## config.mk

```make
export PLATFORM = sky130hd
export DESIGN_NAME = mem_bus_arbiter
export DESIGN_NICKNAME = d
export VERILOG_FILES = /design/src/rtl/mem_bus_arbiter.sv
export SDC_FILE = /design/constraint.sdc
export NUM_CORES = 1
export LEC_CHECK = 0
export CAP_MARGIN = 20
export CORE_UTILIZATION = 21
export CTS_CLUSTER_DIAMETER = 50
export DETAILED_ROUTE_END_ITERATION = 8
export PLACE_DENSITY = 0.81
export SLEW_MARGIN = 20
export SYNTH_ARGS = -nofsm -noshare
export SYNTH_HDL_FRONTEND = slang
export SYNTH_SLANG_ARGS = --single-unit
```

## constraint.sdc

```tcl
create_clock -name Clk -period 2.1 [get_ports Clk]
set_input_delay 0.315 -clock Clk [delete_from_list [all_inputs] [get_ports Clk]]
set_output_delay 0.315 -clock Clk [all_outputs]
set_load 0.05 [all_outputs]
```

## src/rtl/mem_bus_arbiter.sv

```systemverilog
// Round-robin arbiter sharing the SDRAM bus between I-cache and D-cache engines.
// Optional BUSY watchdog enabled by defining ARB_TIMEOUT_EN.
module mem_bus_arbiter #(
   parameter int ADDRW   = 32,
   parameter int TIMEOUT = 255,
   parameter int TOW     = 8
) (
   input  logic             Clk,
   input  logic             Reset,
   input  logic             IReq,
   input  logic             IRW,
   input  logic [3:0]       IBE,
   input  logic [ADDRW-1:0] IAddress,
   output logic             IGrant,
   output logic             ITxD,
   output logic             IRxD,
   input  logic             DReq,
   input  logic             DRW,
   input  logic [3:0]       DBE,
   input  logic [ADDRW-1:0] DAddress,
   output logic             DGrant,
   output logic             DTxD,
   output logic             DRxD,
   output logic             MStrobe,
   output logic             MRW,
   output logic [3:0]       MBE,
   output logic [ADDRW-1:0] MAddress,
   input  logic             MDone,
   input  logic             mSDR_TxD,
   input  logic             mSDR_RxD,
   output logic             Timeout,
   output logic [1:0]       o_dbg_state
);

   // Handshake: a cache holds xReq until it sees xGrant; the transaction
   // starts with the one-cycle MStrobe and ends on the one-cycle MDone pulse.

   typedef enum logic [1:0] {
      ST_IDLE    = 2'd0,
      ST_GRANT   = 2'd1,
      ST_BUSY    = 2'd2,
      ST_RELEASE = 2'd3
   } state_t;

   if (TIMEOUT >= (1 << TOW)) begin : g_bad_timeout
      $error("mem_bus_arbiter: TIMEOUT must fit in TOW bits");
   end

   state_t r_state;
   state_t w_state_nxt;
   logic   r_own_i;
   logic   r_own_d;
   logic   r_last_d;
   logic   w_pick_d;
   logic   w_active;
   logic   w_igrant;
   logic   w_dgrant;
   logic   w_timeout_hit;

   // On a tie the port that did not own the bus last time wins.
   assign w_pick_d = DReq & (~IReq | ~r_last_d);

   always_ff @(posedge Clk or negedge Reset) begin
      if (!Reset) begin
         r_state <= ST_IDLE;
      end else begin
         r_state <= w_state_nxt;
      end
   end

   always_comb begin
      w_state_nxt = r_state;
      case (r_state)
         ST_IDLE:    if (IReq | DReq) w_state_nxt = ST_GRANT;
         ST_GRANT:   w_state_nxt = MDone ? ST_RELEASE : ST_BUSY;
         ST_BUSY:    if (MDone | w_timeout_hit) w_state_nxt = ST_RELEASE;
         ST_RELEASE: w_state_nxt = ST_IDLE;
         default:    w_state_nxt = ST_IDLE;
      endcase
   end

   always_ff @(posedge Clk or negedge Reset) begin
      if (!Reset) begin
         r_own_i  <= 1'b0;
         r_own_d  <= 1'b0;
         r_last_d <= 1'b0;
      end else if (r_state == ST_IDLE && (IReq | DReq)) begin
         r_own_i <= ~w_pick_d;
         r_own_d <= w_pick_d;
      end else if (r_state == ST_RELEASE) begin
         r_last_d <= r_own_d;
         r_own_i  <= 1'b0;
         r_own_d  <= 1'b0;
      end
   end

`ifdef ARB_TIMEOUT_EN
   logic [TOW-1:0] r_cnt;
   logic [TOW-1:0] w_cnt_inc;
   logic           r_timeout;

   // The BUSY cycle whose incremented count reaches TIMEOUT is the last one.
   assign w_cnt_inc     = r_cnt + TOW'(1);
   assign w_timeout_hit = (r_state == ST_BUSY) && !MDone && (w_cnt_inc == TOW'(TIMEOUT));

   always_ff @(posedge Clk or negedge Reset) begin
      if (!Reset) begin
         r_cnt     <= '0;
         r_timeout <= 1'b0;
      end else begin
         if (r_state == ST_GRANT) begin
            r_cnt <= '0;
         end else if (r_state == ST_BUSY) begin
            r_cnt <= w_cnt_inc;
         end
         if (w_timeout_hit) begin
            r_timeout <= 1'b1;
         end
      end
   end

   assign Timeout = r_timeout;
`else
   assign w_timeout_hit = 1'b0;
   assign Timeout       = 1'b0;
`endif

   assign w_active = (r_state == ST_GRANT) || (r_state == ST_BUSY);
   assign w_igrant = w_active & r_own_i;
   assign w_dgrant = w_active & r_own_d;

   assign IGrant   = w_igrant;
   assign DGrant   = w_dgrant;
   assign MStrobe  = (r_state == ST_GRANT);
   assign MRW      = (w_igrant & IRW) | (w_dgrant & DRW);
   assign MBE      = ({4{w_igrant}} & IBE) | ({4{w_dgrant}} & DBE);
   assign MAddress = ({ADDRW{w_igrant}} & IAddress) | ({ADDRW{w_dgrant}} & DAddress);

   assign ITxD = mSDR_TxD & w_igrant;
   assign IRxD = mSDR_RxD & w_igrant;
   assign DTxD = mSDR_TxD & w_dgrant;
   assign DRxD = mSDR_RxD & w_dgrant;

   assign o_dbg_state = r_state;

endmodule
```

==> metrics.md <==
| Metric | Value |
|---|---|
| Die ar. | about 3800 µm² |
| Antenna violations before repair | 0 |
| Fin util | 0.773 |
| TritonCTS clock tree | yes |
| Hold WS | between 0.2 and 0.3 ns |
| Dpl ws | between 0.05 and 0.06 ns |
| Startpoint Class | register |
| Period utilization | 0.956 |
| Global-route wire length before repair | ~7000 µm |
| Clock Path Buffers | 2 |
| Setup Skew | between 0.008 and 0.009 ns |
| Crit path DAT | ~1.7 ns |
| Reg2Reg Launch Point | o_dbg_state[0] |
| Fill count | ~220 |
| CTS Buf Count | 3 |
| Core ar. | between 3000 and 4000 µm² |
| Most frequent cell after synthesis | a22o_1 |
| RSZ-0062 raised after global routing | no |
| DR iter-0 viols | 44 |
| DP HPWL | 3950 µm |
| Avg Inst Size Synth | about 9.1 µm² |
| Clock tree sinks | 5 |
| Pin count of the biggest net entering global routing | 20 |
| Fraction of registers with async set/reset | 1.00 |
| Syn_nets | between 150 and 200 |
| CP Capture Type | primary output |
| Root Buffer | clkbuf_4 |
| Buffers & Inverters on Critical Path | 2 |
| Max-slew violation count | 0 |
| Vias in the first global route | ~1,300 |
| DRC | 0 |
| Slew margin rel. | 0.659 |
| GRT Total Usage | 0.255 |
| Max rail drop VDD | just under 1 mV |
| Starting Density | 0.220 |
| Max Clk Rate | between 400 and 500 MHz |
| DR vias | 1,286 |
| Setup CP Type | reg2out |
| Crit path launch | o_dbg_state[0] |
| Final setup fails | 0 |
| Post-Syn Instances | 81 |
| FF/Latch Area | ~130 µm² |
| Count of state elements after synthesis | 5 |
| Largest cells by area after synthesis | a22o_1, dfrtp_1, ha_1, buf_6, and3_1 |
| Antenna cells | 0 |
| Max cap viols | 0 |
| Final WL | a little over 5000 µm |
| Worst-path maximum fanout | 19 |
| Top Family by Delay on Critical Path | flip-flops |
| Via density per instance | between 5 and 6 |
| Synth area leader | a22o_1 |
| Fin worst setup slack | slightly above 0.09 ns |
| Share of post-route cells with drive strength above 1 | 0.450 |
| Top Ports | 128 |
| Num rows | 21 |
| I/O Buffers | roughly 130 |
| Area growth from synthesis to layout | 252% |
| Final hold violations | 0 |
| Avg WL per Cell | around 20 µm |
| Area share of the largest cell type after synthesis | 0.438 |
| Multi-input gate area | 609 µm² |
| PwrDens | approximately 1800 nW/µm² |
| Yosys cell types | 19 |
| Slowest CP cell | dfrtp_2 |
| Cell Area, Synth | about 740 µm² |
| Final Wtd Congestion | between 0.9 and 1 |
| Status | finished, final reports clean |
| GR Overflow Total | 0 |
| Largest stage delay on the critical path | between 0.3 and 0.4 ns |
| # hold bufs at CTS | 0 |
| Worst slew pin tran | ~0.51 ns |
| Ys flop type | dfrtp_1 |
| Die Ht | approximately 60 µm |
| Number of H-tree levels | 1 |
| Clock transition at the registers of the reported paths | about 0.05 ns |
| CP required | ~1.8 ns |
| Antenna Violating Nets Remaining | 0 |
| Chip Width | just over 60 µm |
| Clk_lat worst skew | 0.24 ns |
| Top post-synthesis cells by count | a22o_1, dfrtp_1, ha_1 |
| Tmin final | between 2 and 2.5 ns |
| Leak | between 1 and 1.5 nW |
| Path type of the worst min-delay path | in2async |
| Worst path cell trace | inv_4 > ha_4 > and2_4 > a22o_1 > buf_12 |
| Ys Warns | 0 |
| Post-synth EDFFs | 0 |
| Nets | 296 |
| Initial DRT Pass Iterations | 4 |
| Sequential area share after synthesis | 0.169 |
==> where the power goes <==
part	leakage (nW)	switching [mW]	internal (mW)
Combinational	1.01	2.29	2.10
Clock	0.0150	0.0389	0.0718
Sequential	0.0598	0.0489	0.146
Total	1.09	2.37	2.32
==> routing by layer <==
layer	track usage	vias to the layer above	routed length (µm)
met5	0	-	0
met4	0.0857	0	93
met3	0.0546	8	502
met2	0.503	77	2780
met1	0.264	621	1760
li1	-	580	-
==> per-stage QoR <==
step / std cells / total power, mW / setup TNS, ns / cell area (µm²)
2_1_floorplan: 81 / 2.39 / -0.844 / 778
3_3_place_gp: 245 / 4.22 / 0 / 2470
3_5_place_dp: 245 / 4.30 / 0 / 2470
4_1_cts: 255 / 4.70 / 0 / 2600
5_1_grt: 255 / 4.83 / 0 / 2600
6_report: 255 / 4.69 / 0 / 2600
==> sequential cells by signal, summed over array words and instances, names as in the netlist <==
name / count
o_dbg_state: 2
r_own_i: 1
r_own_d: 1
r_last_d: 1
==> worst paths after layout <==
| check | endpoint | slack, ns | cells after the start |
|---|---|---|---|
| max | MBE[1] | 0.09 | 5 |
| min | o_dbg_state[1] | 0.29 | 1 |
| max reg2reg | o_dbg_state[1] | 0.51 | 6 |
| min reg2reg | r_last_d | 0.52 | 1 |
| max in group asynchronous | o_dbg_state[0] | 1.61 | 1 |
| min in group Clk | r_last_d | 0.52 | 1 |
==> final cells by class <==
cell class / instances / area share
repair buffers: 132 / 0.679
multi-input cells: 65 / 0.234
flip-flops and latches: 5 / 0.0491
well taps: 46 / 0.0221
clock buffers: 4 / 0.0101
inverters: 3 / 0.00529
==> cells in the final DEF (no fill, tap or decap), types with 2 or more instances in the layout <==
| cell type | count |
|---|---|
| a211oi_1 | 2 |
| a21oi_1 | 3 |
| a22o_1 | 7 |
| a22o_2 | 27 |
| a22o_4 | 3 |
| and2_4 | 3 |
| and3_1 | 4 |
| buf_12 | 44 |
| buf_4 | 5 |
| clkbuf_4 | 3 |
| clkdlybuf4s50_1 | 82 |
| dfrtp_1 | 3 |
| dfrtp_2 | 2 |
| ha_1 | 4 |
| mux2_2 | 2 |
| nand2_1 | 3 |
| nor2_1 | 2 |
==> logic make-up after synthesis <==
| kind of cell | count (synthesis) | share of synthesized area |
|---|---|---|
| AO/OA/AOI/OAI | 44 | 0.503 |
| adder cells (fa/ha/maj) | 5 | 0.0846 |
| buffers and inverters | 12 | 0.120 |
| flip-flops | 5 | 0.169 |
| multiplexers | 2 | 0.0305 |
| other | 1 | 0.00507 |
| AND/OR/NAND/NOR | 12 | 0.0880 |
==> worst register-to-register path, delay by kind of cell, from the launching register on <==
family / cells / cell delay (ns)
buf+inv: 2 / 0.17
fa+ha+maj: 1 / 0.19
mux: 1 / 0.36
flops: 1 / 0.39
simple gates: 1 / 0.16
compound gates: 1 / 0.21
==> repair_timing <==
item	in CTS	in global routing
endpoints found under the setup margin	37	0
buffers inserted	4	0
resized for setup	11	0
No activity file was read; power rests on OpenSTA's default activity.
